==> src/rtl/ex_mem_pipe_reg.sv <==
// EX->MEM pipeline boundary register with valid/ready handshake, 2-entry skid buffer and flush.
// Define EX_MEM_PERF_CNT_EN to add saturating stall/bubble/flush performance counters.
module ex_mem_pipe_reg #(
    parameter int                 DATA_W     = 32,
    parameter int                 REG_ADDR_W = 5,
    parameter int                 CTRL_W     = 4,
    parameter logic [CTRL_W-1:0]  GATE_MASK  = 4'b0111,
    parameter int                 CNT_W      = 16
) (
    input  logic                  clk,
    input  logic                  rst,
    input  logic                  flush,
    input  logic                  in_valid,
    output logic                  in_ready,
    input  logic [DATA_W-1:0]     in_alu,
    input  logic [DATA_W-1:0]     in_data,
    input  logic [REG_ADDR_W-1:0] in_dest,
    input  logic [CTRL_W-1:0]     in_ctrl,
    output logic                  out_valid,
    input  logic                  out_ready,
    output logic [DATA_W-1:0]     out_alu,
    output logic [DATA_W-1:0]     out_data,
    output logic [REG_ADDR_W-1:0] out_dest,
`ifdef EX_MEM_PERF_CNT_EN
    output logic [CNT_W-1:0]      stall_cnt,
    output logic [CNT_W-1:0]      bubble_cnt,
    output logic [CNT_W-1:0]      flush_cnt,
`endif
    output logic [CTRL_W-1:0]     out_ctrl
);

    typedef struct packed {
        logic [DATA_W-1:0]     alu;
        logic [DATA_W-1:0]     data;
        logic [REG_ADDR_W-1:0] dest;
        logic [CTRL_W-1:0]     ctrl;
    } entry_t;

    entry_t main_q, skid_q, in_entry;
    logic   main_v, skid_v;
    logic   accept, main_free;

    assign in_entry  = '{alu: in_alu, data: in_data, dest: in_dest, ctrl: in_ctrl};
    // in_ready depends only on registered state, so a MEM stall never ripples back combinationally.
    assign in_ready  = !skid_v;
    assign accept    = in_valid && in_ready && !flush;
    assign main_free = !main_v || out_ready;

    // NOTE: sequential state uses non-blocking assignments so every register samples pre-edge values.
    // NOTE: payload registers are reset too, so outputs read 0 during reset rather than X.
    always_ff @(posedge clk or negedge rst) begin
        if (!rst) begin
            main_q <= '0;
            skid_q <= '0;
            main_v <= 1'b0;
            skid_v <= 1'b0;
        end else if (flush) begin
            main_v <= 1'b0;
            skid_v <= 1'b0;
        end else if (main_free) begin
            // skid_v=1 implies in_ready=0, so the skid entry and a new accept never collide here.
            if (skid_v) begin
                main_q <= skid_q;
                main_v <= 1'b1;
                skid_v <= 1'b0;
            end else if (accept) begin
                main_q <= in_entry;
                main_v <= 1'b1;
            end else begin
                main_v <= 1'b0;
            end
        end else if (accept) begin
            skid_q <= in_entry;
            skid_v <= 1'b1;
        end
    end

    assign out_valid = main_v;
    assign out_alu   = main_q.alu;
    assign out_data  = main_q.data;
    assign out_dest  = main_q.dest;
    // Masked control bits read as 0 in bubbles so a stale MemRd/MemWr/WrReg never reaches MEM.
    assign out_ctrl  = main_q.ctrl & (main_v ? {CTRL_W{1'b1}} : ~GATE_MASK);

`ifdef EX_MEM_PERF_CNT_EN
    always_ff @(posedge clk or negedge rst) begin
        if (!rst) begin
            stall_cnt  <= '0;
            bubble_cnt <= '0;
            flush_cnt  <= '0;
        end else begin
            if (main_v && !out_ready && stall_cnt != {CNT_W{1'b1}})
                stall_cnt <= stall_cnt + 1'b1;
            if (!main_v && bubble_cnt != {CNT_W{1'b1}})
                bubble_cnt <= bubble_cnt + 1'b1;
            if (flush && (main_v || skid_v) && flush_cnt != {CNT_W{1'b1}})
                flush_cnt <= flush_cnt + 1'b1;
        end
    end
`endif

endmodule

==> config.mk <==
export PLATFORM = sky130hd
export DESIGN_NAME = ex_mem_pipe_reg
export DESIGN_NICKNAME = d
export VERILOG_FILES = /design/src/rtl/ex_mem_pipe_reg.sv
export SDC_FILE = /design/constraint.sdc
export NUM_CORES = 1
export LEC_CHECK = 0
export ABC_AREA = 1
export CORE_MARGIN = 1.5
export CORE_UTILIZATION = 43
export CTS_CLUSTER_DIAMETER = 200
export DETAILED_ROUTE_END_ITERATION = 6
export PLACE_DENSITY = 0.66
export SKIP_CTS_REPAIR_TIMING = 1
export SYNTH_ARGS = -nofsm -noshare
export SYNTH_HDL_FRONTEND = slang
export SYNTH_SLANG_ARGS = --single-unit
export TNS_END_PERCENT = 20
==> constraint.sdc <==
create_clock -name clk -period 1.6 [get_ports clk]
set_input_delay 0.32 -clock clk [delete_from_list [all_inputs] [get_ports clk]]
set_output_delay 0.32 -clock clk [all_outputs]
set_load 0.02 [all_outputs]
* After elaboration in Yosys (flattened, before gate mapping) *
Index checks and enable logic that the tools add are counted.

word-level totals
  input bits = 78
  register bits = 148
  output and inout port bits = 75
  word-level logic and storage cells = 34

cells by class
  reduce and logical (&&, ||, !) cells = 11
  mux-type cells = 10
  bitwise gates (word level) = 3

operators with widths
  kind                 number
  two-way mux 73 bit   2
  two-way mux 1 bit    7
  AND reduction 3 bit  2
  bitwise AND 4 bit    1
  nonzero test 2 bit   2
  zero test 1 bit      3
  two-way mux 3 bit    1
  nonzero test 3 bit   1
  logical AND 1 bit    2
  inverter 1 bit       2
  logical OR 1 bit     1

* Longest topological paths before layout *
  depth in word-level cells = 7
  gate-level depth with buffers = 7
  gate-level depth less buffers = 5

* Least setup slack after synthesis *
No wires, ideal clock.

  path kind = reg-to-reg
  from = register main_v, in the netlist out_valid
  to = register skid_q[0] (netlist name)
  path slack = 0.271 ns
  library setup time = 0.117 ns
  cell stages (with the launch flop) = 7
  clock period less this slack = 1.329 ns
  data required time = 1.483 ns
  arrival time = 1.212 ns
  buffers on the path = 1
  cell sequence = dfrtp_1 > inv_1 > nor2_1 > nand3_1 > clkbuf_1 > nand2_1 > nand2_1

on the way
  word-level cells in the longest chain between the ends = 4

ends and longest elaborated chain
  element                        line  text
  start: declaration             40    logic main_v, skid_v;
  start signal: assignment       55    main_v <= 1'b0;
  start signal: assignment       58    main_v <= 1'b0;
  start signal: assignment       64    main_v <= 1'b1;
  zero test 1 bit                47    assign main_free = !main_v || out_ready;
  logical OR 1 bit               47
  inverter 1 bit (no line)       -
  AND reduction 3 bit (no line)  -
  end signal: assignment         73    skid_q <= in_entry;
  end: declaration               39    entry_t main_q, skid_q, in_entry;

Every way passes these cells.
A chain may end at the register's enable or synchronous reset.

* Worst setup path after layout *
  from = register skid_v
  to = output port in_ready

on the way
  word-level cells in the longest chain between the ends = 1

ends and longest elaborated chain
  element                   line  text
  start: declaration        40
  start signal: assignment  56    skid_v <= 1'b0;
  start signal: assignment  59    skid_v <= 1'b0;
  start signal: assignment  65    skid_v <= 1'b0;
  zero test 1 bit           45    assign in_ready = !skid_v;
  end: declaration          14    output logic in_ready,

Every way passes these cells.

==> flow_summary.ini <==
[status]
outcome = finished, final reports clean

[timing]
period_needed_ps = 1510
worstMarginPinSlew_ps = 349
fin_skew_ps = 8.27
hold_viol = 0
rsz0062_at_grt = no
fmax_mhz = 662
tns_ps = 0
slew_headroom_pct = 76.7
holdWs_ps = 354
fin_ws_ps = 88.5
drv_slew = 0
setup_viol_count_final = 0
finalCritPeriodShare_pct = 94.5

[logic_synthesis]
ys_types = 9
netlist_area_um2 = 7260
yosysWarningCount = 0
avgSynthCellArea_um2 = 7.57
syn_inst = 959
synth_nets = 1037
ys_ff_latch = 148
synth-seq-area-share_pct = 51.0

[pwr]
p_leak_nw = 5.71
p_per_area_nw_per_um2 = 1150
irDropWorstVdd_uv = 783
total_power_mw = 10.9

[route]
drc = 0
first_pass_iters = 5
ant_nets = 0
via_count = 6160
viasPerCell = 4.88
drt_wl_total_um = 18200
wl_per_cell_um = 14.4
first_iter_violations = 475

[flow_run]
max_cap_viol_count = 0

[min_path]
hp-class = input port to async pin

[critical_path]
end_kind = output pin
cpPeakStageDelay_ps = 430
critPathKind = register to output pin
crit_start = skid_v
worstPathArrival_ps = 1190
slowest_stage = dfrtp_2
r2r-start = skid_v
path_cells = inv_2 > dlymetal6s2s_1
worstSetupStartpointType = register
required_ps = 1280
worstPathMaxFanout = 3

[floorplan]
coreArea_um2 = 16500
die_h_um = 133
io_pins = 153
placementRows = 47
initial_core_util_pct = 43.9
dieArea_um2 = 17700
fp.dieW_um = 133

[final_layout]
antenna_cells = 0
final_cell_area_um2 = 9440
stdcell_count = 1262
nNetsFinal = 1107
utilization_pct = 57.1
syn_to_final_growth_pct = 30.0
final_common_cell = nand2_1
final_cell_mix = nand2_1 (516), nand3_1 (146), dfrtp_1 (146), clkdlybuf4s50_1 (76), dlymetal6s2s_1 (75)
layout-drive-gt1-share_pct = 6.81
nFillCells = 1502

[clock_tree]
clockBufferDepth = 2
path_clk_slew_ps = 60
cts_buffers = 17
cts-root-buf = clkbuf_16
clk_latency_ps = 430
clock_sink_count = 148
cts_tree = yes
h-tree-depth = 4

[global_route]
antenna_found_initial = 0
grt_pass1_vias = 5857
grt_max_degree = 58
grt_overflow = 0
grt_pass1_wl_um = 30300
gr-usage-all-layers_pct = 21.7

[placement]
pre_cts_slack_ps = -54.3
io_buffers = 152
detailed_place.area_um2 = 8690
hpwl_um = 11500
dp_cells = 1229
gp_congestion = 0.780
## layout make-up
class	instances	area [um^2]	share of cell area, %
clock buffer	21	460	4.88
clock inverter	11	80.1	0.848
inverter	8	30.0	0.318
multi-input combinational	672	2770	29.4
sequential	148	3710	39.3
tap	220	275	2.92
timing repair buffer	182	2110	22.4
## cells in the mapped netlist
cell type,count,area (um^2)
nor2_1,4,15.0
buf_2,47,235
nor2_2,2,12.5
buf_4,70,526
nand3_1,149,746
dfrtp_1,148,3700
inv_1,8,30.0
nand2_1,517,1940
clkbuf_1,14,52.6
## path summary, 6_finish.rpt
kind / endpoint / slack, ps / depth (start not counted)
worst max-delay path: in_ready / 90 / 2
worst min-delay path: skid_q[59] / 350 / 2
worst max register to register: out_alu[21] / 120 / 7
worst min register to register: skid_q[12] / 470 / 2
max in group asynchronous: out_valid / 650 / 3
min in group clk: skid_q[12] / 470 / 2
## critical path: cells and delay by family, from the launching register on
| kind | cells | cell delay [ps] |
|---|---|---|
| flops | 1 | 430 |
| buf+inv | 2 | 340 |
## flip-flops by register name, summed over array words and instances (netlist names)
signal	flops
skid_q	73
out_alu	32
out_data	32
out_dest	5
main_q	4
out_valid	1
skid_v	1
## logic make-up after synthesis
logic type	after synthesis	synth area share, %
buffers and inverters	139	11.6
flip-flops	148	51.0
AND/OR/NAND/NOR	672	37.4
## report_power, final
group / switching, mW / total (mW) / internal, mW
Clock: 1.59 / 3.65 / 2.06
Combinational: 1.29 / 2.35 / 1.05
Sequential: 0.402 / 4.91 / 4.51
## layer usage
metal / GRT usage, % / wire length (um) / up-vias
met5: 0 / 0 / -
met4: 6.53 / 260 / 0
met3: 4.90 / 913 / 19
met2: 35.0 / 8820 / 176
met1: 29.2 / 8220 / 2903
li1: - / - / 3062
Power figures use the tool's default switching activity.
